$ cat config.mk
export PLATFORM = sky130hd
export DESIGN_NAME = alu_exec_unit
export DESIGN_NICKNAME = d
export VERILOG_FILES = /design/src/rtl/alu_exec_unit.sv
export SDC_FILE = /design/constraint.sdc
export NUM_CORES = 1
export LEC_CHECK = 0
export CORE_ASPECT_RATIO = 0.7
export CORE_MARGIN = 5
export CORE_UTILIZATION = 55
export CTS_CLUSTER_DIAMETER = 30
export DETAILED_ROUTE_END_ITERATION = 10
export MAX_ROUTING_LAYER = met4
export PLACE_DENSITY_LB_ADDON = 0.12
export SLEW_MARGIN = 5
export SYNTH_ARGS = -nofsm -noshare
export SYNTH_HDL_FRONTEND = slang
export SYNTH_SLANG_ARGS = --single-unit
$ cat constraint.sdc
create_clock -name clk -period 3.25 [get_ports clk]
set_input_delay 0.8125 -clock clk [delete_from_list [all_inputs] [get_ports clk]]
set_output_delay 0.8125 -clock clk [all_outputs]
set_load 0.01 [all_outputs]
$ cat src/rtl/alu_exec_unit.sv
// Handshaked ALU execute unit: one-cycle logic/arith/compare ops and a bit-serial
// shifter (one bit per cycle) behind a valid/ready request and result interface.
module alu_exec_unit #(
    parameter int unsigned WIDTH = 32
) (
    input  logic             clk,
    input  logic             rst_n,
    input  logic             in_valid,
    output logic             in_ready,
    input  logic [3:0]       alu_ctrl,
    input  logic [WIDTH-1:0] op_a,
    input  logic [WIDTH-1:0] op_b,
    input  logic [4:0]       shamt,
    output logic             out_valid,
    input  logic             out_ready,
    output logic [WIDTH-1:0] result,
    output logic             zero,
    output logic             overflow,
    output logic             illegal
);

    localparam logic [3:0] CtrlAnd  = 4'b0000;
    localparam logic [3:0] CtrlOr   = 4'b0001;
    localparam logic [3:0] CtrlAdd  = 4'b0010;
    localparam logic [3:0] CtrlSub  = 4'b0110;
    localparam logic [3:0] CtrlSll  = 4'b0011;
    localparam logic [3:0] CtrlSrl  = 4'b0100;
    localparam logic [3:0] CtrlSlt  = 4'b0111;
    localparam logic [3:0] CtrlSltu = 4'b1011;

    typedef enum logic [1:0] {StIdle, StShift, StDone} state_e;

    state_e           state_q, state_d;
    logic [WIDTH-1:0] shreg_q, shreg_d;
    logic [4:0]       cnt_q, cnt_d;
    logic             left_q, left_d;
    logic [WIDTH-1:0] result_q, result_d;
    logic             zero_q, zero_d;
    logic             ovf_q, ovf_d;
    logic             ill_q, ill_d;

    logic [WIDTH-1:0] sum, diff, alu_res, shifted;
    logic             alu_ovf, alu_ill, is_shift;

    // Single-cycle datapath, evaluated on the live request inputs.
    always_comb begin
        sum      = op_a + op_b;
        diff     = op_a - op_b;
        alu_res  = '0;
        alu_ovf  = 1'b0;
        alu_ill  = 1'b0;
        is_shift = 1'b0;
        case (alu_ctrl)
            CtrlAnd: alu_res = op_a & op_b;
            CtrlOr:  alu_res = op_a | op_b;
            CtrlAdd: begin
                alu_res = sum;
                alu_ovf = (op_a[WIDTH-1] == op_b[WIDTH-1]) && (sum[WIDTH-1] != op_a[WIDTH-1]);
            end
            CtrlSub: begin
                alu_res = diff;
                alu_ovf = (op_a[WIDTH-1] != op_b[WIDTH-1]) && (diff[WIDTH-1] != op_a[WIDTH-1]);
            end
            CtrlSll, CtrlSrl: begin
                alu_res  = op_b;
                is_shift = 1'b1;
            end
            CtrlSlt:  alu_res = {{(WIDTH-1){1'b0}}, ($signed(op_a) < $signed(op_b))};
            CtrlSltu: alu_res = {{(WIDTH-1){1'b0}}, (op_a < op_b)};
            default:  alu_ill = 1'b1;
        endcase
    end

    assign shifted = left_q ? (shreg_q << 1) : (shreg_q >> 1);

    always_comb begin
        state_d  = state_q;
        shreg_d  = shreg_q;
        cnt_d    = cnt_q;
        left_d   = left_q;
        result_d = result_q;
        zero_d   = zero_q;
        ovf_d    = ovf_q;
        ill_d    = ill_q;
        unique case (state_q)
            StIdle: begin
                if (in_valid) begin
                    if (is_shift && (shamt != 5'd0)) begin
                        shreg_d = op_b;
                        cnt_d   = shamt;
                        left_d  = (alu_ctrl == CtrlSll);
                        state_d = StShift;
                    end else begin
                        result_d = alu_res;
                        zero_d   = (alu_res == '0);
                        ovf_d    = alu_ovf;
                        ill_d    = alu_ill;
                        state_d  = StDone;
                    end
                end
            end
            StShift: begin
                shreg_d = shifted;
                cnt_d   = cnt_q - 5'd1;
                // The edge performing the last shift also publishes the result.
                if (cnt_q == 5'd1) begin
                    result_d = shifted;
                    zero_d   = (shifted == '0);
                    ovf_d    = 1'b0;
                    ill_d    = 1'b0;
                    state_d  = StDone;
                end
            end
            StDone: begin
                if (out_ready) begin
                    state_d = StIdle;
                end
            end
            default: state_d = StIdle;
        endcase
    end

    always_ff @(posedge clk or negedge rst_n) begin
        if (!rst_n) begin
            state_q  <= StIdle;
            shreg_q  <= '0;
            cnt_q    <= '0;
            left_q   <= 1'b0;
            result_q <= '0;
            zero_q   <= 1'b0;
            ovf_q    <= 1'b0;
            ill_q    <= 1'b0;
        end else begin
            state_q  <= state_d;
            shreg_q  <= shreg_d;
            cnt_q    <= cnt_d;
            left_q   <= left_d;
            result_q <= result_d;
            zero_q   <= zero_d;
            ovf_q    <= ovf_d;
            ill_q    <= ill_d;
        end
    end

    assign in_ready  = (state_q == StIdle);
    assign out_valid = (state_q == StDone);
    assign result    = result_q;
    assign zero      = zero_q;
    assign overflow  = ovf_q;
    assign illegal   = ill_q;

endmodule

==> results.toml, run 1 <==
[status]
outcome = "did not finish"
haltStage = "5_1_grt"
toolErrorMsg = "[ERROR GRT-0232] Routing congestion too high. Check the congestion heatmap in the GUI."

[floorplanning]
die_h_um = 122
ios = 114
initial_core_util = 0.566
rows = 40
die_w_um = 170

[global_routing]
grt_use_total = 0.781
grt_max_degree = 77
globalRouteOverflowTotal = 159

[yosys]
yosys-top-cells-count = "nand2_1, o21ai_0, nor2_1, a21oi_1, inv_1"
yosysWarnings = 0
synth_top_area_cell = "dfrtp_1"
synth_cell_type_count = 89
synth_edf_count = 0
synth_top_area_frac = 0.191
ys_async_sr_fraction = 1.00
synth_most_common_cell = "nand2_1"
synth_flop_cell = "dfrtp_1"
synth_area_per_cell_um2 = 7.18
syn_nets = 1548
seq_area_frac_synth = 0.191
ys_ff_latch = 75
yosys-top-cells-area = "dfrtp_1, ha_1, o21ai_0"
synth_cells = 1368
synthesis.area_mm2 = 0.00983

[clocking]
htree_levels = 3
cts.path.max_buffers = 2
cts_root_buffer = "clkbuf_16"
cts_buffers = 9
clock_sinks = 75
postCtsHoldBufs = 0

[timing]
worstEpCategory = "register data pin"
grt-worst-endpoint = "zero$_DFFE_PN0P_/D"

[place]
pre_cts_ws_ps = -1600
placed_cells = 2044
dpl.hpwl_um = 34800
gp_routability_congestion = 1.08
port_buffers = 113
-- cell families after synthesis --
group,after synthesis,share of synthesized area
flops,75,0.191
simple gates,429,0.207
compound gates,496,0.330
xor+xnor,4,0.00356
fa+ha+maj,103,0.133
buf+inv,215,0.0877
mux,46,0.0477
-- per-stage QoR --
step           instance area, um2  setup TNS [ps]
2_1_floorplan                9910            -794
3_3_place_gp                14200          -34600
3_5_place_dp                14200          -37630
4_1_cts                     16000           -4370
-- routing by layer --
layer  overflow  GRT usage
met4         49      0.787
met2        106      0.929
met5          -          -
met3          1      0.622
met1          3      0.759
-- repair_timing --
item / CTS
gates resized for setup: 396
setup buffers: 49
pin swaps: 128
endpoints found under the setup margin: 30
==> run 2, diff against run 1 <==
- CORE_ASPECT_RATIO: 0.7 -> default
- CORE_UTILIZATION: 55 -> 40
- CTS_CLUSTER_DIAMETER: 30 -> default
- MAX_ROUTING_LAYER: met4 -> default
- PLACE_DENSITY_LB_ADDON: 0.12 -> 0.15
==> run 2 against run 1 <==
The flow now finishes, with violations (negative setup slack); area after synthesis unchanged; synthesized cell count is the same.
==> results.toml, run 2 <==
[yosys]
seq_area_frac_synth = 0.191
synth_flop_cell = "dfrtp_1"
synthXorXnorAreaFrac = 0.00356
synthAdderAreaFrac = 0.133
synth_edf_count = 0
synth_cell_type_count = 89
synth-compound-area-share = 0.330
ys_ff_latch = 75
ys_async_sr_fraction = 1.00
synthMuxAreaShare = 0.0477
yosysWarnings = 0
synth_area_per_cell_um2 = 7.18
yosys-top-cells-area = "dfrtp_1, ha_1, o21ai_0"
yosys.area_share.simple = 0.207
synth_cells = 1368
yosys-top-cells-count = "nand2_1, o21ai_0, nor2_1, a21oi_1, inv_1"
synth_top_area_cell = "dfrtp_1"
synthesis.area_mm2 = 0.00983
synth_most_common_cell = "nand2_1"
synth_top_area_frac = 0.191
synth_top_family_by_area = "compound AO/OA/AOI/OAI gates"
syn_nets = 1548

[global_routing]
grt_first_pass_wirelength_um = 70200
grt_max_degree = 77
grt_pass1_vias = 12600
globalRouteOverflowTotal = 0
antenna_found_initial = 1
grt_use_total = 0.313

[final_layout]
layout_common_cells = "buf_4, nand2_1, nor2_1, o21ai_0, a21oi_1"
num-nets-final = 2097
n_fill_cell = 2017
diodes = 0
syn2layout_area_growth_pct = 72.5
ff_latch_area_mm2 = 0.00188
multi_input_area_mm2 = 0.00867
drive_gt1_frac = 0.440
final_common_cell = "buf_4"
stdcell_count = 2246
final_core_util = 0.699

[critical_path]
crit_end = "zero"
worstPathRequired_ps = 3520
critPathKind = "in -> reg"
r2r-end = "zero"
r2r-start = "cnt_q[1]"
crit_path_start = "op_a[1]"
reg2reg_depth = 14
crit_fanout = 3
worstSetupStartpointType = "input pin"
worst_ep_arrival_time_ps = 3990
endpoint_kind = "register"
r2r_setup_slack_ps = 280

[clocking]
cts_buffers = 9
clock_sinks = 75
htree_levels = 3
cts_root_buffer = "clkbuf_16"
tritoncts = "yes"
clk_transition_reported_paths_ps = 60
insertion_delay_ps = 340
cts.path.max_buffers = 2

[power]
ir_drop_uv = 387
clkPwrFrac = 0.172
combPwrFrac = 0.572
leakagePower_uw = 0.00763
p_sw_frac = 0.404
intPower_uw = 4120
switchingPower_uw = 2790
power_density_mw_per_mm2 = 407
power_uw = 6910
seqPwrFrac = 0.256

[min_path]
hold_class = "in -> async"

[timing]
finalClockSkew_ps = 6.71
fin_ws_ps = -469
rsz0062_at_grt = "true"
slew_violations = 0
fin_crit_sh = 1.14
hold_violations = 0
max_slew_margin = 0.194
finalCriticalPeriod_ps = 3720
whs_ps = 467
setup_viol = 19
worst_slew_pin_slew_ps = 1210
fmax_mhz = 269

[place]
placed_cells = 2161
port_buffers = 113
dpl.hpwl_um = 35500
gp_routability_congestion = 0.954

[routing]
firstDrtPassIters = 7
num_vias = 12800
wl_per_cell_um = 20.2
drtAntennaViolNets = 0
drt_iter0_markers = 1230
drc = 0
drt-vias-per-instance = 5.71
wl_um = 45500

[floorplanning]
initial_core_util = 0.405
ios = 114
rows = 57
core_area_mm2 = 0.0242
die_w_um = 167
die_h_um = 167
die_area_mm2 = 0.0278

[status]
violations = "negative setup slack"
outcome = "finished, violations left"

[job]
maxCapViolCount = 0
## run 2: cell counts after synthesis
Identical to the previous run, type by type.
## run 2: metal layers
| metal | track usage | up-vias | share of wire |
|---|---|---|---|
| met4 | 0.0911 | 0 | 0.028 |
| met2 | 0.516 | 552 | 0.46 |
| met1 | 0.435 | 6111 | 0.44 |
| met5 | 0 | - | 0 |
| met3 | 0.0351 | 97 | 0.068 |
| li1 | - | 6061 | - |
## run 2: what timing repair did
| item | 4_1_cts | 5_1_grt |
|---|---|---|
| hold buffers | 0 | 0 |
| endpoints found under the setup margin | 29 | 55 |
| gates resized for setup | 379 | 135 |
| cloned | 0 | 0 |
| pin swaps | 105 | 84 |
| buffers inserted | 57 | 23 |
| endpoints found under the hold margin | 0 | 0 |
## run 2: worst min-delay path by stage
| stage | from | slack [ps] | endpoint | depth (start not counted) |
|---|---|---|---|---|
| after floorplan | shreg_q[31] | 440 | shreg_q[31] | 2 |
| after global placement | overflow | 460 | overflow | 2 |
| after detailed placement | result[29] | 470 | result[29] | 1 |
| after CTS | rst_n | 480 | shreg_q[23] | 1 |
| after global routing | rst_n | 500 | result[23] | 1 |
| final | rst_n | 470 | result[22] | 1 |
## run 2: power by group through the flow
stage               registers [uW]  clock network (uW)  logic (uW)
finish                        1770                1190        3950
global route                  1820                1240        4270
CTS                           1760                1190        3760
detailed placement            1770                   0        3370
global placement              1760                   0        3350
floorplan                     1740                   0        1570
## run 2: cell families (layout without fill, tap and decap cells)
family / Yosys count / count (layout)
buffers and inverters: 215 / 769
adders and majority gates: 103 / 103
xor gates and xnor gates: 4 / 4
AOI/OAI and AO/OA: 496 / 496
and+or+nand+nor: 429 / 429
muxes: 46 / 46
DFF: 75 / 75
## run 2: worst max-delay path: stages
cell,delay (ps)
buf_6,90
inv_4,40
ha_4,270
nor2_1,70
buf_4,140
o311a_4,330
o21ai_4,210
buf_6,120
and4_4,220
nor2_4,50
buf_4,130
and3_1,180
nor3_1,240
nor4bb_4,310
buf_4,160
nand3_2,90
nor4_4,270
nand4_1,120
o21ai_1,130
## run 2: through the flow
stage	setup WS [ps]	cell area (um2)	TNS, ps
finish	-469	17000	-4860
global route	-601	17000	-6850
CTS	-671	16400	-5620
detailed placement	-1530	14500	-39450
global placement	-1540	14500	-40350
floorplan	-233	9910	-794
## run 2: final cells by class
class                           count  share of cell area
Tap cell                          324              0.0239
Multi-Input combinational cell   1078               0.511
Sequential cell                    75               0.111
Clock buffer                       10              0.0141
Timing Repair Buffer              625               0.303
Inverter                          128              0.0303
Clock inverter                      6             0.00657
Power figures use the tool's default switching activity.
==> run 3, diff against run 2 <==
- CORE_ASPECT_RATIO: default -> 0.5
- TNS_END_PERCENT: default -> 30
==> run 3 against run 2 <==
Design area rose by 0.68%; sequential share of layout area decreased by 0.075 points; via count up 2.7%; non-clock buffer count up 5; sequential cell count unchanged; the flow still finishes with violations (negative setup slack).
==> results.toml, run 3 (synthesis results as in run 2) <==
[job]
maxCapViolCount = 0

[routing]
wl_per_cell_um = 22.2
drc = 0
num_vias = 13200
drt_iter0_markers = 1702
firstDrtPassIters = 5
wl_um = 50300
drt-vias-per-instance = 5.81
drtAntennaViolNets = 0

[place]
dpl.hpwl_um = 39700
gp_routability_congestion = 1.02
port_buffers = 113
placed_cells = 2181
pre_cts_ws_ps = -1820

[final_layout]
syn2layout_area_growth_pct = 73.7
stdcell_count = 2264
final_common_cell = "buf_4"
layout_common_cells = "buf_4, nand2_1, nor2_1, o21ai_0"
n_fill_cell = 1998
num-nets-final = 2102
drive_gt1_frac = 0.452

[critical_path]
endpoint_kind = "register"
r2r-start = "cnt_q[1]"
worstPathRequired_ps = 3510
crit_fanout = 4
worstSetupStartpointType = "input pin"
crit_end = "zero"
r2r-end = "zero"
worst_ep_arrival_time_ps = 4260
critPathKind = "in -> reg"
crit_path_start = "op_a[0]"
reg2reg_depth = 15
r2r_setup_slack_ps = 280

[power]
power_density_mw_per_mm2 = 408
ir_drop_uv = 331
leakagePower_uw = 0.00767

[global_routing]
grt_use_total = 0.343
grt_first_pass_wirelength_um = 74600
grt_pass1_vias = 12600
antenna_found_initial = 1
grt_max_degree = 77
globalRouteOverflowTotal = 0

[clocking]
tritoncts = "yes"
cts.path.max_buffers = 2
insertion_delay_ps = 340
clk_transition_reported_paths_ps = 60
htree_levels = 3
cts_root_buffer = "clkbuf_16"
postCtsHoldBufs = 0
cts_buffers = 9
clock_sinks = 75

[floorplanning]
initial_core_util = 0.408
rows = 40
ios = 114
die_h_um = 121
core_area_mm2 = 0.0241
die_area_mm2 = 0.0280
die_w_um = 232

[timing]
finalCriticalPeriod_ps = 4000
setup_viol = 21
fmax_mhz = 250
rsz0062_at_grt = "true"
worst_slew_pin_slew_ps = 824
hold_violations = 0
slew_violations = 0
fin_crit_sh = 1.23
fin_ws_ps = -748
finalClockSkew_ps = 10.2
max_slew_margin = 0.450

[status]
violations = "negative setup slack"
outcome = "finished, violations left"

[min_path]
hold_class = "in -> async"
## run 3: cell count changes in the layout (fill, tap and decap cells not counted), moves of 5 or more
cell,previous run,this run
nor2_1,115,110
buf_2,5,10
dlygate4sd2_1,23,15
o21ai_0,101,107
buf_6,40,45
o21ai_1,28,22
clkdlybuf4s15_2,1,6
a21oi_2,26,35
a21oi_1,92,84
## run 3: where the power goes
part           total [uW]  switching (uW)  internal, uW
Combinational        4120            2110          2000
Clock                1060             389           667
Sequential           1790             429          1360
## run 3: worst min-delay path by stage
stage / startpoint / to / slack, ps / cells past startpoint
after global routing: result[24] / result[24] / 510 / 1
after global placement: shreg_q[31] / shreg_q[31] / 460 / 2
after detailed placement: result[24] / result[24] / 470 / 1
after CTS: result[24] / result[24] / 480 / 1
after floorplan: shreg_q[31] / shreg_q[31] / 440 / 2
final: rst_n / shreg_q[22] / 480 / 1
## run 3: worst max-delay path: stages
cell and delay, ps:
buf_6 100, buf_6 120, inv_12 40, ha_4 130, inv_2 40, fa_2 330
nor2b_4 150, o311ai_4 410, a21oi_2 130, a2111oi_4 450, buf_4 200, o21bai_4 70
buf_6 160, nand4_1 70, nand2_1 70, mux2_4 260, a22oi_2 230, and4_1 230
nand4_1 130, o21ai_1 130
## run 3: timing repair
action | 4_1_cts | 5_1_grt
setup endpoints to repair | 71 | 63
setup buffers | 54 | 21
pin swaps | 122 | 88
gates resized for setup | 438 | 107
## run 3: metal layers
layer / wire length [um] / up-vias / global-route usage
met5: 0 / - / 0
met1: 22900 / 6293 / 0.503
li1: - / 6060 / -
met3: 6030 / 69 / 0.108
met4: 670 / 0 / 0.0653
met2: 20700 / 743 / 0.498
## run 3: final cells by class
type | instances | area, um2 | share of cell area
multi-input cells | 1078 | 8790 | 0.515
repair buffers | 630 | 5160 | 0.302
flip-flops and latches | 75 | 1880 | 0.110
inverters | 128 | 505 | 0.0296
well taps | 336 | 420 | 0.0246
clock buffers | 10 | 229 | 0.0134
clock inverters | 5 | 78.8 | 0.00462
diodes | 2 | 5.00 | 0.000293
## run 3: per-stage QoR
| step | utilization | hold WS (ps) | cell area [um2] | power, uW | setup TNS, ps |
|---|---|---|---|---|---|
| 2_1_floorplan | - | 442 | 9890 | 3310 | -997 |
| 4_1_cts | 0.688 | 485 | 16600 | 6730 | -5660 |
| 5_1_grt | 0.709 | 506 | 17100 | 7330 | -9590 |
| 6_report | 0.709 | 480 | 17100 | 6970 | -8010 |
| 3_5_place_dp | 0.604 | 471 | 14500 | 5250 | -60500 |
| 3_3_place_gp | 0.604 | 458 | 14500 | 5180 | -57630 |
==> run 4, diff against run 3 <==
==> constraint.sdc (replaced) <==
create_clock -name clk -period 3.25 [get_ports clk]
set_input_delay 0.8125 -clock clk [delete_from_list [all_inputs] [get_ports clk]]
set_output_delay 0.8125 -clock clk [all_outputs]
set_load 0.1 [all_outputs]
==> run 4 against run 3 <==
The flow still finishes with violations (negative setup slack); clock-buffer cell count is 4 higher; global-route usage hardly changed; total power is 19% higher; core utilization is 0.84 points lower; clock skew is 3.4 ps lower; clock power is 8% lower; hold slack worse by 1.8 ps; sequential power hardly changed; final cell count is 0.44% higher; highest routed layer unchanged.
==> results.toml, run 4 (synthesis results as in run 2) <==
[power]
leakagePower_uw = 0.00772
power_density_mw_per_mm2 = 491
p_sw_frac = 0.530
switchingPower_uw = 4390
clkPwrFrac = 0.118
seqPwrFrac = 0.218
combPwrFrac = 0.665
ir_drop_uv = 569
intPower_uw = 3890

[timing]
rsz0062_at_grt = "true"
finalClockSkew_ps = 6.81
fin_crit_sh = 1.19
hold_violations = 0
slew_violations = 0
fin_ws_ps = -630
tns_ps = -6420
fmax_mhz = 258
worst_slew_pin_slew_ps = 808
finalCriticalPeriod_ps = 3880
setup_viol = 21
max_slew_margin = 0.461

[place]
gp_routability_congestion = 1.01
pre_cts_ws_ps = -1710
port_buffers = 113
dpl.hpwl_um = 39600

[final_layout]
n_fill_cell = 1993
num-nets-final = 2113
syn2layout_area_growth_pct = 71.6
final_common_cell = "buf_4"
diodes = 0
drive_gt1_frac = 0.462
layout_common_cells = "buf_4, nand2_1, nor2_1, o21ai_0, a21oi_1"

[clocking]
cts_buffers = 9
cts.path.max_buffers = 2
clock_sinks = 75
insertion_delay_ps = 330
htree_levels = 3
cts_root_buffer = "clkbuf_16"
tritoncts = "yes"
clk_transition_reported_paths_ps = 60

[critical_path]
worst_ep_arrival_time_ps = 4140
worstPathRequired_ps = 3510
critPathKind = "in -> reg"
r2r_setup_slack_ps = 120
crit_end = "zero"
endpoint_kind = "register"
crit_fanout = 3
r2r-end = "zero"
worstSetupStartpointType = "input pin"
reg2reg_depth = 16
crit_path_start = "op_a[0]"
r2r-start = "cnt_q[1]"

[global_routing]
antenna_found_initial = 1
globalRouteOverflowTotal = 0
grt_use_total = 0.343
grt_first_pass_wirelength_um = 74500
grt_pass1_vias = 12800
grt_max_degree = 77

[routing]
wl_per_cell_um = 21.8
wl_um = 49700
drt_iter0_markers = 1609
num_vias = 13000
drt-vias-per-instance = 5.74
drtAntennaViolNets = 0
drc = 0
firstDrtPassIters = 6

[floorplanning]
rows = 40
initial_core_util = 0.408
core_area_mm2 = 0.0241
ios = 114
die_w_um = 232
die_h_um = 121
die_area_mm2 = 0.0280

[min_path]
hold_class = "reg -> reg"

[status]
violations = "negative setup slack"
outcome = "finished, violations left"

[job]
maxCapViolCount = 0
==> run 4: final cells by class <==
| class | count | area, um2 | share of cell area |
|---|---|---|---|
| multi-input combinational | 1078 | 8610 | 0.511 |
| timing repair buffer | 641 | 5160 | 0.306 |
| sequential | 75 | 1880 | 0.111 |
| inverter | 128 | 508 | 0.0301 |
| tap | 336 | 420 | 0.0249 |
| clock buffer | 14 | 254 | 0.0151 |
| clock inverter | 2 | 35.0 | 0.00208 |
==> run 4: worst min path at each step <==
| stage | startpoint | endpoint | slack [ps] | cells after the start |
|---|---|---|---|---|
| CTS | result[29] | result[29] | 480 | 1 |
| detailed placement | result[29] | result[29] | 470 | 1 |
| global placement | shreg_q[31] | shreg_q[31] | 460 | 2 |
| global route | result[25] | result[25] | 510 | 1 |
| floorplan | shreg_q[31] | shreg_q[31] | 440 | 2 |
| finish | result[29] | result[29] | 480 | 1 |
==> run 4: worst max-delay path: stages <==
cell and delay (ps):
buf_8 100, buf_6 120, inv_12 40, ha_4 120, inv_2 40, fa_2 330
nor2b_4 150, o311ai_4 370, buf_6 170, a21oi_1 80, o21ai_0 210, a2bb2oi_2 100
a211oi_2 370, nand3_2 160, nor4_4 240, nand4b_1 170, nor4_2 170, buf_4 170
nand4_1 90, o21ai_1 120
==> run 4: power by group through the flow <==
stage / Clock (uW) / Sequential (uW) / Combinational, uW
6_report: 974 / 1800 / 5510
4_1_cts: 989 / 1790 / 5320
5_1_grt: 1030 / 1850 / 5800
3_5_place_dp: 0 / 1790 / 4900
2_1_floorplan: 0 / 3140 / 1640
3_3_place_gp: 0 / 1780 / 4850
==> run 4: repair_timing <==
action,CTS,global route
gates cloned,0,0
resized for setup,483,50
pin swaps,144,60
setup endpoints to repair,68,31
hold buffers,0,0
setup buffers,62,15
==> run 4: per-layer routing <==
layer,wire [um],vias to the layer above,part of all wire,GRT usage
li1,-,6073,-,-
met1,22100,6252,0.44,0.490
met2,20000,646,0.40,0.492
met3,6750,78,0.14,0.133
met4,889,0,0.018,0.0690
met5,0,-,0,0
==> run 4: stage by stage <==
stage | hold WS, ps | power [uW] | cells | instance area [um2] | utilization
after floorplan | 442 | 4780 | 1368 | 9890 | -
after global placement | 461 | 6630 | 2186 | 14500 | 0.601
after detailed placement | 468 | 6680 | 2186 | 14500 | 0.601
after CTS | 480 | 8090 | 2259 | 16600 | 0.688
after global routing | 510 | 8670 | 2274 | 16900 | 0.701
final | 478 | 8280 | 2274 | 16900 | 0.701
